### src/rtl/hurt_pkg.sv
// Shared types and default frame counts for the hurt palette sequencer.
package hurt_pkg;

  typedef logic [11:0] rgb12_t;

  typedef enum logic [1:0] {
    IDLE     = 2'd0,
    FLASH    = 2'd1,
    COOLDOWN = 2'd2
  } hurt_state_t;

  localparam int DEF_FLASH_FRAMES    = 60;
  localparam int DEF_TOGGLE_FRAMES   = 4;
  localparam int DEF_COOLDOWN_FRAMES = 30;

endpackage

### src/rtl/hurt_phase_gen.sv
// Flash pattern generator: counts flash frames and alternates hurt/normal
// phases every TOGGLE_FRAMES frames using a toggle counter and phase bit.
module hurt_phase_gen #(
  parameter int FLASH_FRAMES  = hurt_pkg::DEF_FLASH_FRAMES,
  parameter int TOGGLE_FRAMES = hurt_pkg::DEF_TOGGLE_FRAMES
) (
  input  logic clk,
  input  logic rst_n,
  input  logic start,
  input  logic advance,
  input  logic clear,
  output logic sel_next,
  output logic done
);

  localparam int FC_W = $clog2(FLASH_FRAMES + 1);
  localparam int TG_W = (TOGGLE_FRAMES > 1) ? $clog2(TOGGLE_FRAMES) : 1;

  logic [FC_W-1:0] frame_cnt_q, frame_cnt_d;
  logic [TG_W-1:0] tog_cnt_q, tog_cnt_d;
  logic            phase_q, phase_d;

  assign done     = (frame_cnt_q == FC_W'(FLASH_FRAMES));
  // Phase 0 covers the even groups of TOGGLE_FRAMES, which show the hurt palette.
  assign sel_next = ~phase_q;

  always_comb begin
    frame_cnt_d = frame_cnt_q;
    tog_cnt_d   = tog_cnt_q;
    phase_d     = phase_q;
    if (clear || start) begin
      frame_cnt_d = '0;
      tog_cnt_d   = '0;
      phase_d     = 1'b0;
    end else if (advance && !done) begin
      frame_cnt_d = frame_cnt_q + FC_W'(1);
      if (tog_cnt_q == TG_W'(TOGGLE_FRAMES - 1)) begin
        tog_cnt_d = '0;
        phase_d   = ~phase_q;
      end else begin
        tog_cnt_d = tog_cnt_q + TG_W'(1);
      end
    end
  end

  always_ff @(posedge clk or negedge rst_n) begin
    if (!rst_n) begin
      frame_cnt_q <= '0;
      tog_cnt_q   <= '0;
      phase_q     <= 1'b0;
    end else begin
      frame_cnt_q <= frame_cnt_d;
      tog_cnt_q   <= tog_cnt_d;
      phase_q     <= phase_d;
    end
  end

endmodule

### src/rtl/hurt_palette_sequencer.sv
// Per-frame normal/hurt palette selection with flash and cooldown sequencing,
// plus a one-stage registered colour mux.
module hurt_palette_sequencer
  import hurt_pkg::*;
#(
  parameter int FLASH_FRAMES    = DEF_FLASH_FRAMES,
  parameter int TOGGLE_FRAMES   = DEF_TOGGLE_FRAMES,
  parameter int COOLDOWN_FRAMES = DEF_COOLDOWN_FRAMES
) (
  input  logic   Clk,
  input  logic   Reset_n,
  input  logic   frame_start,
  input  logic   hit,
  input  logic   clear,
  input  logic   pixel_valid,
  input  rgb12_t normal_rgb,
  input  rgb12_t hurt_rgb,
  output rgb12_t rgb_out,
  output logic   rgb_valid,
  output logic   hurt_active,
  output logic   invulnerable,
  output logic   hit_accepted
);

  localparam int CD_W = (COOLDOWN_FRAMES > 1) ? $clog2(COOLDOWN_FRAMES) : 1;

  hurt_state_t     state_q, state_d;
  logic [CD_W-1:0] cd_cnt_q, cd_cnt_d;
  logic            sel_hurt_q, sel_hurt_d;
  logic            hit_acc_q, hit_acc_d;
  rgb12_t          rgb_q, rgb_d;
  logic            rgb_valid_q;
  logic            phase_start, phase_advance, phase_sel_next, phase_done;

  hurt_phase_gen #(
    .FLASH_FRAMES (FLASH_FRAMES),
    .TOGGLE_FRAMES(TOGGLE_FRAMES)
  ) u_phase_gen (
    .clk     (Clk),
    .rst_n   (Reset_n),
    .start   (phase_start),
    .advance (phase_advance),
    .clear   (clear),
    .sel_next(phase_sel_next),
    .done    (phase_done)
  );

  always_comb begin
    state_d       = state_q;
    cd_cnt_d      = cd_cnt_q;
    sel_hurt_d    = sel_hurt_q;
    hit_acc_d     = 1'b0;
    phase_start   = 1'b0;
    phase_advance = 1'b0;
    if (clear) begin
      state_d    = IDLE;
      cd_cnt_d   = '0;
      sel_hurt_d = 1'b0;
    end else begin
      case (state_q)
        IDLE: begin
          if (frame_start) sel_hurt_d = 1'b0;
          if (hit) begin
            state_d     = FLASH;
            phase_start = 1'b1;
            hit_acc_d   = 1'b1;
          end
        end
        FLASH: begin
          if (frame_start) begin
            if (phase_done) begin
              state_d    = COOLDOWN;
              cd_cnt_d   = '0;
              sel_hurt_d = 1'b0;
            end else begin
              sel_hurt_d    = phase_sel_next;
              phase_advance = 1'b1;
            end
          end
        end
        COOLDOWN: begin
          if (frame_start) begin
            if (cd_cnt_q == CD_W'(COOLDOWN_FRAMES - 1)) begin
              state_d  = IDLE;
              cd_cnt_d = '0;
            end else begin
              cd_cnt_d = cd_cnt_q + CD_W'(1);
            end
          end
        end
        default: state_d = IDLE;
      endcase
    end
  end

  // clear forces the normal palette on the very next pixel, not at the next frame.
  always_comb begin
    rgb_d = (sel_hurt_q && !clear) ? hurt_rgb : normal_rgb;
  end

  always_ff @(posedge Clk or negedge Reset_n) begin
    if (!Reset_n) begin
      state_q     <= IDLE;
      cd_cnt_q    <= '0;
      sel_hurt_q  <= 1'b0;
      hit_acc_q   <= 1'b0;
      rgb_q       <= '0;
      rgb_valid_q <= 1'b0;
    end else begin
      state_q     <= state_d;
      cd_cnt_q    <= cd_cnt_d;
      sel_hurt_q  <= sel_hurt_d;
      hit_acc_q   <= hit_acc_d;
      rgb_q       <= rgb_d;
      rgb_valid_q <= pixel_valid;
    end
  end

  assign rgb_out      = rgb_q;
  assign rgb_valid    = rgb_valid_q;
  assign hit_accepted = hit_acc_q;
  assign hurt_active  = (state_q == FLASH);
  assign invulnerable = (state_q != IDLE);

endmodule

### config.mk
export PLATFORM = sky130hd
export DESIGN_NAME = hurt_palette_sequencer
export DESIGN_NICKNAME = d
export VERILOG_FILES = /design/src/rtl/hurt_pkg.sv /design/src/rtl/hurt_phase_gen.sv /design/src/rtl/hurt_palette_sequencer.sv
export SDC_FILE = /design/constraint.sdc
export NUM_CORES = 1
export LEC_CHECK = 0
export CORE_UTILIZATION = 40
export CTS_CLUSTER_SIZE = 14
export DETAILED_ROUTE_END_ITERATION = 16
export PLACE_DENSITY_LB_ADDON = 0.05
export SETUP_SLACK_MARGIN = 0.2
export SYNTH_ARGS = -nofsm -noshare
export SYNTH_HDL_FRONTEND = slang
export SYNTH_SLANG_ARGS = --single-unit
### constraint.sdc
create_clock -name Clk -period 2 [get_ports Clk]
set_input_delay 0.3 -clock Clk [delete_from_list [all_inputs] [get_ports Clk]]
set_output_delay 0.3 -clock Clk [all_outputs]
set_load 0.005 [all_outputs]
=== After elaboration in Yosys (flattened, before gate mapping) ===
Index checks and enable logic that the tools add are counted.

* Bits in registers: 31
* Input bits: 30
* Output and inout bits: 16
* Word-level logic and storage cells: 73

* Add/subtract/negate cells: 3
* Equal/unequal tests: 11
* Mux-type cells: 34
* Bitwise logic cells: 1
* Reduce and logical (&&, ||, !) cells: 15

{| class="wikitable"
|+ Operators by type and width
! cell !! number
|-
| two-way mux 5 bit || 5
|-
| two-way mux 2 bit || 9
|-
| != test 3 bit (second input constant) || 5
|-
| two-way mux 1 bit || 14
|-
| two-way mux 12 bit || 1
|-
| two-way mux 6 bit || 2
|-
| one-hot mux 5 bit (2 select lines) || 1
|-
| adder 6 x 1 -> 6 bit (second input constant) || 1
|-
| == test 6 bit (second input constant) || 1
|-
| one-hot mux 2 bit (3 select lines) || 1
|-
| nonzero test 2 bit || 3
|-
| nonzero test 3 bit || 2
|-
| adder 5 x 1 -> 5 bit (second input constant) || 1
|-
| == test 5 bit (second input constant) || 1
|-
| AND reduction 5 bit || 1
|-
| == test 2 bit (second input constant) || 2
|-
| AND reduction 4 bit || 1
|-
| != test 3 x 2 -> 1 bit (second input constant) || 1
|-
| AND reduction 3 bit || 1
|-
| adder 2 x 1 -> 2 bit (second input constant) || 1
|-
| == test 2 x 1 -> 1 bit (second input constant) || 1
|-
| logical AND 1 bit || 2
|-
| logical NOT 1 bit || 2
|-
| logical NOT 2 bit || 1
|-
| 4 further kinds || 4
|}

=== Longest topological paths before layout ===
Gate-level depths: netlist of run 1.

* Depth in word-level cells: 8
* Depth in mapped cells: 6
* Gate-level depth less buffers: 6

=== Modules after synthesis ===
From an unflattened synthesis of run 1, not the netlist that was laid out.

* Cell total of the unflattened synthesis: 136
* Area, all modules: 1,591.5 um2

{| class="wikitable"
|+ By module, submodules not included
! module !! times used !! cells an instance !! area each (um2) !! sequential area each (um2)
|-
| hurt_palette_sequencer || 1 || 83 || 1,077.3 || 550.5
|-
| hurt_phase_gen || 1 || 53 || 514.2 || 225.2
|}

=== Worst setup path after synthesis of run 1 ===
Ideal clock, no wire load.

* Path kind: register to register
* Start point: register u_phase_gen.frame_cnt_q[0]
* End point: register cd_cnt_q[1]
* Library setup time: 0.118 ns
* Data arrival time: 1.378 ns
* Required time: 1.882 ns
* Path slack: 0.504 ns
* Stages on the path, launching flop included: 7
* Path buffers: 0
* Period minus slack after synthesis: 1.496 ns
* Cell sequence: dfrtp_1 -> inv_1 -> ha_1 -> and2_1 -> a311oi_4 -> nor3b_1 -> a21o_1

* Cells in the longest elaborated chain, start to end: 3

{| class="wikitable"
|+ RTL lines
! element !! RTL line !! RTL
|-
| start: declaration || hurt_phase_gen.sv:19 || <nowiki>logic [FC_W-1:0] frame_cnt_q, frame_cnt_d;</nowiki>
|-
| start signal: assignment || hurt_phase_gen.sv:52 || <nowiki>frame_cnt_q <= frame_cnt_d;</nowiki>
|-
| == test 6 bit || hurt_phase_gen.sv:23 || <nowiki>assign done = (frame_cnt_q == FC_W'(FLASH_FRAMES));</nowiki>
|-
| != test 3 x 2 -> 1 bit (no line) || - ||
|-
| AND reduction 4 bit (no line) || - ||
|-
| end signal: assignment || hurt_palette_sequencer.sv:111 || <nowiki>cd_cnt_q <= cd_cnt_d;</nowiki>
|-
| end: declaration || hurt_palette_sequencer.sv:28 || <nowiki>logic [CD_W-1:0] cd_cnt_q, cd_cnt_d;</nowiki>
|}

Every way passes these cells.
A chain may end at the register's enable or synchronous reset.

=== Worst setup path in the final report of run 1 ===
* Start point: register state_q[0]
* End point: output port invulnerable

* Cells in the longest elaborated chain, start to end: 1

{| class="wikitable"
|+ RTL lines
! element !! RTL line !! RTL
|-
| start: declaration || hurt_palette_sequencer.sv:27 || <nowiki>hurt_state_t state_q, state_d;</nowiki>
|-
| start signal: assignment || hurt_palette_sequencer.sv:110 || <nowiki>state_q <= state_d;</nowiki>
|-
| nonzero test 2 bit || hurt_palette_sequencer.sv:123 || <nowiki>assign invulnerable = (state_q != IDLE);</nowiki>
|-
| end: declaration || hurt_palette_sequencer.sv:21 || <nowiki>output logic invulnerable,</nowiki>
|}

Every way passes these cells.

==> summary.txt, run 1 <==
Global routing
  • Met2 Use GR: between 20% and 30%
  • Congestion Overflow GR: 0
  • Global-route wire length before repair: 5451 um
  • Initial antenna violation count: 0
  • Met3 global-route usage: ~8.2%
  • Pin count of the biggest net entering global routing: 32
  • Met1 Use GR: 19.70%
  • Vias in the first global route: 1224
  • Gr usage total: a little under a fifth
  • Busiest grt layer: met2

Clocking
  • Clock buffer count from CTS: 5
  • Clock transition at path regs: 0.06 ns
  • Worst-Skew Late Latency: around 0.28 ns
  • CTS tree: yes
  • Root buffer cell: clkbuf_8
  • Clk sink count: 31
  • H-tree Lvls: 2
  • Clk buf depth: 2

Power and ir drop
  • Static Leak: 0.9221 nW
  • Pwr Density: 622.9 mW/mm2
  • VDD IR max: 0.0004511 V

Final layout
  • Post-Layout Cell Count: ~230
  • Post-layout util: around three fifths
  • Nets: around 220
  • Layout cell share with drive strength beyond 1: 17.65%
  • P&R area growth vs syn: 42.18%
  • Antenna Cells: 0

Min path
  • Hold Crit Class: input pin to asynchronous set/reset pin

Timing
  • Hold Slack: 0.4084 ns
  • Layout Skew: about 0.0023 ns
  • Rel. slew slack: 73.35%
  • Sum Neg Setup Slack: 0 ns
  • RSZ-0062 raised after global routing: no
  • Highest attainable clock frequency: just under 600 MHz
  • Fin crit period: 1.687 ns
  • Worst Max-Slew Pin Slew: 0.3997 ns
  • Final Hold Fails: 0
  • Max Slew Vio Count: 0
  • Final setup vio count: 0
  • Final period util: 84.34%

Drt
  • Vias per inst: 5.052
  • Pre-antenna DRT Iters: 4
  • DRC: 0
  • Wire per inst: roughly 13 um
  • DR iter-0 viols: 65
  • Post-route ant nets: 0
  • Via count: ~1200
  • Total wire length: a little over 3000 um

Outcome
  • Status: finished, final reports clean

Floorplan
  • Rows: 21
  • Chip width: approximately 63 um
  • Die area: 0.003970 mm2
  • Core area: approximately 0.0034 mm2
  • Number of I/O pins: 46
  • Height of the die: between 60 and 70 um
  • Initial core utilization: roughly 43%

Yosys
  • Mapped Area: approximately 0.0015 mm2
  • Syn_nets: roughly 170
  • Sequential share of the synthesized area: 52.10%
  • Primary FF master, synth: dfrtp_1
  • Syn. warnings: 0
  • Syn Inst Count: ~130
  • Post-synth EDFFs: 0
  • Seq cells post-synth: 31
  • Ys async rst share: between 90% and 100%
  • Unique masters post-synth: 32
  • Avg Cell Area, Syn: roughly 11 um2

Critical path
  • Slowest stage delay, CP: roughly 0.46 ns
  • Critical path class: flip-flop to output port
  • RR Startpoint: u_phase_gen.frame_cnt_q[0]
  • Capturing point of the worst reg2reg path: sel_hurt_q
  • Worst Path Arrival: 1.39 ns
  • Worst setup EP type: output port
  • Crit path max fanout: 9
  • Critical path's slowest cell: dfrtp_2
  • CP Launch Type: flip-flop
  • CP Data Required Time: ~1.7 ns
  • Reg2Reg Setup Slack: roughly 0.38 ns
  • CP cell instances: nor2_2 -> inv_1 -> clkdlybuf4s50_1
  • Worst reg-to-reg path cell count: 6

Place
  • Placer Congestion: around 0.79
  • Dpl hpwl: 2312 um
  • Buffers on Ports: 45
  • Placed cells: roughly 230

Run
  • Max Cap Viol: 0
synthesized netlist by cell type, types with 2 or more instances:
cell | instances | area (um2)
a21oi_1 | 7 | 35.03
and2_1 | 3 | 18.77
buf_2 | 2 | 10.01
dfrtp_1 | 31 | 775.7
ha_1 | 5 | 62.56
inv_1 | 7 | 26.28
mux2_2 | 12 | 135.1
mux2i_1 | 2 | 20.02
nand2_1 | 12 | 45.04
nand2b_1 | 6 | 37.54
nand3_1 | 6 | 30.03
nor2_1 | 9 | 33.78
nor3_1 | 2 | 10.01
o2111ai_1 | 2 | 17.52
o21ai_0 | 6 | 30.03
o22ai_1 | 2 | 12.51
o31ai_1 | 2 | 15.01
xor2_1 | 3 | 26.28
report_power, final:
group / internal, mW / switching, mW
sequential: 0.651 / 0.0110
clock: 0.269 / 0.215
combinational: 0.114 / 0.0590
through the flow:
step           power, mW  instance area, um2  setup slack [ns]
2_1_floorplan     0.7225                1489            0.5038
3_3_place_gp      0.8444                2009            0.2227
3_5_place_dp      0.8482                2009            0.1786
4_1_cts            1.342                2098            0.2169
5_1_grt            1.393                2117            0.2366
6_report           1.319                2117            0.3133
layout by cell type (no fill, tap or decap), types with 2 or more instances in the layout:
cell type,instances
ha_1,5
o22ai_1,2
nand2b_1,6
mux2_2,12
and2_1,3
clkdlybuf4s50_1,44
nor2_1,8
buf_4,4
o2111ai_1,2
xor2_1,3
a21oi_1,7
clkbuf_8,6
o21ai_0,5
mux2i_1,2
dfrtp_1,29
inv_1,7
o31ai_1,2
nand3_1,6
nand2_1,12
dfrtp_2,2
repair_timing:
| item | 4_1_cts | 5_1_grt |
|---|---|---|
| gates resized for setup | 1 | 5 |
| endpoints found under the setup margin | 1 | 7 |
| endpoints found under the hold margin | 0 | 0 |
| setup buffers | 0 | 1 |
| cloned | 0 | 0 |
| hold buffers | 0 | 0 |
critical path, delay by kind of cell (launching register included):
family | cells | cell delay [ns]
and+or+nand+nor | 1 | 0.16
DFF | 1 | 0.46
buffers and inverters | 2 | 0.49
worst max path at each step:
stage                                 end                        from  cells after the start
2_1_floorplan                 cd_cnt_q[1]  u_phase_gen.frame_cnt_q[0]                      6
3_3_place_gp   u_phase_gen.frame_cnt_q[2]                       clear                      5
3_5_place_dp          u_phase_gen.phase_q                       clear                      5
4_1_cts                       hurt_active                  state_q[1]                      2
5_1_grt                      invulnerable                  state_q[0]                      3
6_report                     invulnerable                  state_q[0]                      3
sequential cells by signal (all words and copies together) (netlist names):
signal                   count
rgb_valid                    1
u_phase_gen.frame_cnt_q      6
hit_accepted                 1
sel_hurt_q                   1
u_phase_gen.phase_q          1
u_phase_gen.tog_cnt_q        2
state_q                      2
cd_cnt_q                     5
rgb_out                     12
cell families after synthesis:
kind of cell	after synthesis	share of synthesized area, %
AND/OR/NAND/NOR	48	17.56
flip-flops	31	52.10
AO/OA/AOI/OAI	23	11.51
multiplexers	14	10.42
buffers and inverters	9	2.437
adder cells (fa/ha/maj)	5	4.202
XOR/XNOR	3	1.765
layout make-up:
type                       count  area [um2]
fill                         296        1325
sequential                    31       778.2
multi-input combinational     93       684.4
timing repair buffer          49       483.0
clock buffer                   6       82.58
tap                           46       57.56
inverter                       7       26.28
clock inverter                 1       5.005
metal layers:
layer,routed length [um],vias up
met5,0,-
met4,68,0
met3,268,8
met2,1535,40
met1,1227,555
li1,-,574
Note: power is estimated with default switching activity, not from simulation.
==> run 2, diff against run 1 <==
- clock period: 2 -> 1.7 ns (I/O delays scaled with it)
==> run 2 against run 1 <==
Net effect: worst hold slack worse by 0.030 ns; critical path depth is 2 higher; core utilization is 5.2 points higher; flip-flop and latch count stayed put; routed wire length is 7.0% higher.
==> summary.txt, run 2 (synthesis results as in run 1) <==
Clocking
  • Clk buf depth: 2 (unchanged)
  • Clock transition at path regs: 0.06 ns (about the same)
  • Hold-fix buffer count after cts: 0 (unchanged)
  • Worst-Skew Late Latency: 0.27 ns (about the same)
  • H-tree Lvls: 2 (unchanged)
  • Clk sink count: 31 (unchanged)
  • Clock buffer count from CTS: 5 (unchanged)
  • CTS tree: yes
  • Root buffer cell: clkbuf_8

Final layout
  • Highest-count cells in the layout ignoring fill and taps: clkdlybuf4s50_1 (43), dfrtp_1 (29), buf_4 (19)
  • Most common cell after layout, fill and taps aside: clkdlybuf4s50_1
  • Layout cell share with drive strength beyond 1: 29.76% (+12 points)
  • Post-Layout Cell Count: 251 (+7.7%)
  • Fill count: 285 (-3.7%)
  • P&R area growth vs syn: 54.20%
  • Nets: 239 (+7.7%)
  • Antenna Cells: 0 (unchanged)
  • Multi-input gate area: 734.5 um2 (+7.3%)
  • Number of flip-flops under the largest register name: 12 (unchanged)
  • Reg area: 778.2 um2 (unchanged)

Drt
  • DR iter-0 viols: 49 (-25%)
  • Via count: 1260 (+7.1%)
  • DRC: 0 (unchanged)
  • Vias per inst: 5.020 (-0.63%)
  • Wire per inst: 13.22 um (-0.64%)
  • Pre-antenna DRT Iters: 4 (unchanged)
  • Post-route ant nets: 0 (unchanged)
  • Total wire length: 3318 um (+7.0%)

Timing
  • Highest attainable clock frequency: between 600 and 700 MHz
  • Worst Max-Slew Pin Slew: 0.4117 ns (+0.01199 ns)
  • RSZ-0062 raised after global routing: yes
  • Rel. slew slack: 72.55% (-0.80 points)
  • Max Slew Vio Count: 0 (unchanged)
  • Final setup vio count: 0 (unchanged)
  • Worst setup margin: 0.1821 ns (-0.1311 ns)
  • Final Hold Fails: 0 (unchanged)
  • Layout Skew: 0.001669 ns (-0.0006112 ns)
  • Fin crit period: between 1.5 and 2 ns
  • Final period util: 89.29%

Outcome
  • Status: finished, final reports clean

Global routing
  • Global-route wire length before repair: 5485 um (+0.62%)
  • Pin count of the biggest net entering global routing: 32 (unchanged)
  • Gr usage total: 18.10% (-0.096 points)
  • Initial antenna violation count: 0 (unchanged)
  • Vias in the first global route: 1255 (+2.5%)
  • Congestion Overflow GR: 0 (unchanged)

Run
  • Max Cap Viol: 0 (unchanged)

Floorplan
  • Rows: 21 (unchanged)
  • Chip width: 63.01 um (unchanged)
  • Die area: 0.003970 mm2 (unchanged)
  • Height of the die: 63.01 um (unchanged)
  • Core area: 0.003442 mm2 (unchanged)
  • Initial core utilization: 43.26% (unchanged)
  • Number of I/O pins: 46 (unchanged)

Critical path
  • Critical path class: flip-flop to flip-flop
  • Worst setup EP type: flip-flop
  • Worst Path Arrival: 1.68 ns (+0.29 ns)
  • Crit path max fanout: 6 (-3)
  • CP Data Required Time: 1.87 ns (+0.17 ns)
  • CP Launch Type: flip-flop

Place
  • Worst slack, placed: -0.05387 ns (-0.2325 ns)
  • Placer Congestion: 0.7772 (-1.2%)
  • Dpl hpwl: 2394 um (+3.6%)
  • Buffers on Ports: 45 (unchanged)
  • Placed cells: 230 (+2.2%)

Power and ir drop
  • Static Leak: 1.016 nW (+10%)
  • Pwr Density: 675.0 mW/mm2 (+8.4%)
  • VDD IR max: 0.0005252 V (+16%)

Min path
  • Hold Crit Class: input pin to asynchronous set/reset pin
## run 2: final timing paths
path / from / end / slack, ns / cells after the start
max in group asynchronous: Reset_n / state_q[0] / 1.02 / 2
setup reg to reg: state_q[0] / cd_cnt_q[1] / 0.18 / 5
min in group Clk: pixel_valid / rgb_valid / 0.43 / 1
hold / removal: Reset_n / hit_accepted / 0.38 / 2
setup / recovery: state_q[0] / cd_cnt_q[1] / 0.18 / 5
hold reg to reg: u_phase_gen.phase_q / u_phase_gen.phase_q / 0.48 / 1
## run 2: what timing repair did
item                                    4_1_cts  5_1_grt
endpoints found under the hold margin         0        0
setup buffers                                10        3
gates resized for setup                      14       13
pin swaps                                     3        6
endpoints found under the setup margin        9       11
## run 2: area by class of cell
type / count / share of cell area (%)
clock inverter: 1 / 0.2180
tap: 46 / 2.507
timing repair buffer: 66 / 26.92
inverter: 7 / 1.144
multi-input combinational: 93 / 31.99
sequential: 31 / 33.90
clock buffer: 7 / 3.324
## run 2: worst max-delay path, stage by stage (launching register included)
cell	delay (ns)
dfrtp_2	0.40
buf_4	0.14
and3b_4	0.19
a311oi_4	0.43
nor3b_2	0.09
a21o_1	0.16
## run 2: where the power goes
part,total [mW],internal (mW),leakage [nW],switching (mW)
Combinational,0.237,0.153,0.577,0.0843
Sequential,0.774,0.765,0.397,0.00878
Clock,0.539,0.287,0.0422,0.252
Total,1.55,1.20,1.02,0.345
## run 2: per-stage QoR
stage                     power, mW    TNS, ns  cell area, um2  util (%)  hold WS, ns
after floorplan              0.8500          0            1489         -     -0.04059
after global placement        1.003  -0.004534            2059     59.83       0.4599
after detailed placement      1.008   -0.09952            2059     59.83       0.4796
after CTS                     1.570          0            2240     65.07       0.3844
after global routing          1.630          0            2296     66.70       0.4234
final                         1.550          0            2296     66.70       0.3779
## run 2: metal layers
layer	vias up	track usage, %	wire length [um]
li1	609	-	-
met1	603	19.77	1323
met2	46	31.45	1694
met3	2	7.847	285
met4	0	5.233	14
met5	-	0	0
==> run 3, diff against run 2 <==
- CTS_CLUSTER_SIZE: 14 -> 10
==> results of run 3 <==
The final DEF is identical to that of run 2; final timing and power are the same.
==> edit 1: new RTL, settings of run 1 <==
`DEF_COOLDOWN_FRAMES`: 30 -> 15.
--- a/src/rtl/hurt_pkg.sv
+++ b/src/rtl/hurt_pkg.sv
@@ -12,5 +12,5 @@
   localparam int DEF_FLASH_FRAMES    = 60;
   localparam int DEF_TOGGLE_FRAMES   = 4;
-  localparam int DEF_COOLDOWN_FRAMES = 30;
+  localparam int DEF_COOLDOWN_FRAMES = 15;
 
 endpackage
Formal check against the unedited RTL: no difference found for any inputs over 10 cycles, from zero or initial values and one cycle with Reset_n low; that may be too few to reach the edited logic, so the function may still have changed.
==> edit 1 against run 1 <==
- hold slack got worse by 4.1 ps
- via count increased by 4.3%
- total power increased by 21%
- final area grew 5.1%
- register-to-register slack got worse by 60 ps
- sequential cell count shrank 1
- worst setup slack lost 58 ps
- routed wire length grew 5.2%
- area after synthesis increased by 2.5%
- core utilization down 0.71 points
- die area grew 2.4%
- critical path depth shrank 1
- clock power is 59% higher
==> edit 1: results (changes against run 1) <==
Logic synthesis
  • Syn Nets: 165 (-1.8%)
  • Post-synth top cells: 30 x dfrtp_1, 13 x mux2_2, 8 x nand3_1
  • Cells after Synth: 130 (-2.3%)
  • Distinct cells, synth: 35 (+9.4%)
  • Ranking of synthesized cells by area: dfrtp_1 49%, mux2_2 9.6%, mux2i_1 4.6%

Power
  • Logic pwr share: 11.9% (-1.2 points)
  • Total power: 1.60 mW (+21%)
  • Leak: 0.979 nW (+6.2%)

STA
  • Worst slew pin tran: 427 ps (+27.3 ps)
  • Hold_ws: 404 ps (-4.08 ps)
  • Final Skew: 5.48 ps (+3.20 ps)

Placement
  • Detailed placement HPWL: 2290 um (-0.94%)
  • Placed Cells: 222 (-1.3%)
  • Placed instance area: 0.00204 sq mm (+1.3%)
  • Post-placement setup slack: 153 ps (-25.9 ps)

Run status
  • Status: finished, final reports clean

Setup path
  • Crit path launch: state_q[1]
  • CP max FO: 7 (-2)
  • R2r worst-path depth: 5 (-1)
  • Reg2Reg Setup Slack: 320 ps (-60 ps)
  • Crit path DAT: 1440 ps (+50 ps)

Route
  • Initial DRC Count: 72 (+11%)
  • Wire length on met3: 358 um (+34%)
  • DRT met1 WL: 1320 um (+7.2%)

Layout
  • Final Non-Filler Cells: 236 (+1.3%)

CTS
  • PostCTS Resize Cnt: 2 (+1)
  • Post-CTS setup buffers: 1 (+1)

GRT
  • GR Layer Usage met3: 8.04% (-0.18 points)
  • Total GRT Usage: 18.4% (+0.22 points)
[edit 1: cell types whose count changed after synthesis, sizes merged, moves of 4 or more]
| cell | run 1 | this run |
|---|---|---|
| a21oi | 7 | 1 |
| and3 | 1 | 5 |
| mux2i | 2 | 7 |
| nand2 | 12 | 5 |
| nand2b | 6 | 0 |
| nand4 | 1 | 5 |
| nor2 | 9 | 1 |
| o211ai | 0 | 7 |
[edit 1: final cells by class]
class / instances / area [sq um]
repair buffers: 57 / 541
clock buffers: 6 / 82.6
inverters: 7 / 26.3
clock inverters: 2 / 60.1
fillers: 294 / 1440
well taps: 48 / 60.1
flip-flops and latches: 30 / 753
multi-input cells: 86 / 703
[edit 1: cells by family (layout without fill, tap and decap cells)]
group	Yosys count	in the layout	synth area share (%)
AND/OR/NAND/NOR	42	42	17.7
flip-flops	30	30	49.2
multiplexers	22	22	16.1
AO/OA/AOI/OAI	17	17	8.11
buffers and inverters	14	72	4.75
adder cells (fa/ha/maj)	5	5	4.10
==> edit 2: new RTL, settings of run 1 <==
Without the edit above. The 3 states of `hurt_state_t` get a one-hot encoding in 3 bits.
--- a/src/rtl/hurt_pkg.sv
+++ b/src/rtl/hurt_pkg.sv
@@ -4,8 +4,8 @@
   typedef logic [11:0] rgb12_t;
 
-  typedef enum logic [1:0] {
-    IDLE     = 2'd0,
-    FLASH    = 2'd1,
-    COOLDOWN = 2'd2
+  typedef enum logic [2:0] {
+    IDLE     = 3'b001,
+    FLASH    = 3'b010,
+    COOLDOWN = 3'b100
   } hurt_state_t;
 
Check against the original RTL: no difference found for any inputs over 10 cycles, from zero or initial values and one cycle with Reset_n low; not proved beyond that.
==> edit 2 against run 1 <==
- sequential cell count up 1
- hold slack better by 11 ps
- global-route usage up 0.26 points
- synthesized cell count increased by 15%
- area after synthesis is 11% higher
- first-iteration DRC count up 42%
- worst setup slack got worse by 67 ps
- routed wire length grew 16%
- clock power down 2%
- final area grew 12%
- core utilization grew 0.88 points
- total power grew 12%
- combinational power rose by 73%
- critical path type is now flip-flop to flip-flop
- critical endpoint is now cd_cnt_q[2]
- largest power group unchanged
==> edit 2: results (changes against run 1) <==
Power
  • Leak: 1.00 nW (+8.9%)
  • Max IR drop VDD: 0.379 mV (-16%)
  • Internal: 1.10 mW (+6.6%)

Route
  • Vias per cell: 5.34 (+5.6%)
  • DRT Wirelength: 3590 um (+16%)
  • Drt wl/cell: 13.9 um (+4.3%)
  • Initial DRC Count: 92 (+42%)
  • # DRC: 0 (unchanged)
  • 1st-pass router iterations: 4 (unchanged)

STA
  • Final setup vio count: 0 (unchanged)
  • Worst slew pin tran: 398 ps (-2.07 ps)
  • Fin crit share: 87.7% (+3.4 points)
  • Hold_ws: 419 ps (+10.8 ps)
  • Final Skew: 6.13 ps (+3.85 ps)

Layout
  • Diode count: 0 (unchanged)
  • Inverters: 12 (+5)
  • Multi-input gate area: 821 sq um (+20%)
  • FILL cells: 323 (+9.1%)
  • Multi-In Gates: 102 (+9.7%)
  • Plain + repair buffers: 57 (+16%)
  • Non-clk buf share: 23.4% (+0.58 points)
  • Layout cell share with drive strength beyond 1: 21.8% (+4.2 points)
  • Clock-cell share: 3.59% (-0.55 points)
  • Post-layout util: 62.4% (+0.88 points)
  • Final net count: 245 (+10%)
  • Seq/total area: 33.9% (-2.8 points)

Die
  • Die Span X: 66.2 um (+5.0%)

CTS
  • H-tree depth: 2 (unchanged)
  • Number of buffers created by CTS: 5 (unchanged)
  • Clk buf depth: 2 (unchanged)
  • Register clock-pin slew on the reported worst setup and hold paths: 70 ps

Setup path
  • Reg2Reg Setup Slack: 250 ps (-130 ps)
  • Worst Setup EP: cd_cnt_q[2]
  • R2r worst-path depth: 5 (-1)
  • Crit path launch: state_q[0]
  • CP max FO: 8 (-1)
  • Crit path DAT: 1970 ps (+580 ps)

Placement
  • Post-placement setup slack: -65.1 ps (-244 ps)
  • Placed Cells: 246 (+9.3%)
  • Detailed placement HPWL: 2600 um (+12%)
  • Routability congestion estimate from global placement: 0.749 (-4.7%)
  • Placed instance area: 0.00219 sq mm (+8.8%)

GRT
  • Largest net degree at the start of global routing: 33 (+3.1%)
  • Number of global-route vias before repair: 1352 (+10%)
  • Initial antenna violation count: 0 (unchanged)
  • Total GRT Usage: 18.5% (+0.26 points)
  • First-pass GRT wire length: 5930 um (+8.9%)

Logic synthesis
  • Sequential area share after synthesis: 48.7% (-3.4 points)
  • Ranking of synthesized cells by area: dfrtp_1 47%, mux2_2 9.6%, ha_1 3.8%
  • Avg Cell Area, Syn: 10.8 sq um (-3.8%)
  • Yosys warnings: 0 (unchanged)
  • Distinct cells, synth: 42 (+31%)
  • Yosys reg bits: 32 (+3.2%)
  • Post-synth top cells: 31 x dfrtp_1, 14 x mux2_2, 12 x inv_1
  • Syn Nets: 188 (+12%)

Hold path
  • Hold Path Class: input pin to async pin

Run status
  • Status: finished, final reports clean
[edit 2: cell types whose count changed in the layout (fill, tap and decap cells not counted), moves of 3 or more]
| cell | delta |
|---|---|
| o211ai_1 | +3 |
| and2_1 | -3 |
| o31ai_1 | +4 |
| a21oi_1 | -5 |
| nor3_1 | +4 |
| inv_1 | +5 |
| buf_4 | +7 |
| nand2_1 | -4 |
| nor2_1 | -3 |
| nand3_1 | +3 |
[edit 2: cell families (layout without fill, tap and decap cells)]
kind of cell | after synthesis | count (layout) | share of synthesized area, %
AOI/OAI and AO/OA | 34 | 34 | 15.2
xor gates and xnor gates | 2 | 2 | 1.06
adders and majority gates | 5 | 5 | 3.80
buffers and inverters | 19 | 77 | 5.01
DFF | 32 | 32 | 48.7
muxes | 15 | 15 | 10.2
and+or+nand+nor | 46 | 46 | 16.1
[edit 2: what timing repair did]
| action | CTS | global route |
|---|---|---|
| pin swaps | 0 | 3 |
| buffers inserted | 1 | 4 |
| resized for setup | 7 | 6 |
| endpoints found under the setup margin | 5 | 7 |
[edit 2: layer usage]
metal  vias up  wire length, um  part of all wire (%)  GRT usage [%]
met1       656             1460                    41           20.6
met5         -                0                     0              0
met4         0               36                   1.0           9.04
li1        669                -                     -              -
met2        52             1800                    50           30.5
met3         5              297                   8.3           7.24
[edit 2: power by group through the flow]
stage               clock (mW)  sequential, mW  combinational [mW]
finish                   0.475           0.702               0.299
detailed placement           0           0.723               0.249
CTS                      0.492           0.705               0.271
floorplan                    0           0.702               0.116
global placement             0           0.722               0.245
global route             0.517           0.705               0.325
[edit 2: critical path: stages, from the launching register on]
cell and delay, ps:
dfstp_2 400, buf_4 170, or4b_4 550, a41o_4 280, o221ai_1 170, a41o_1 130
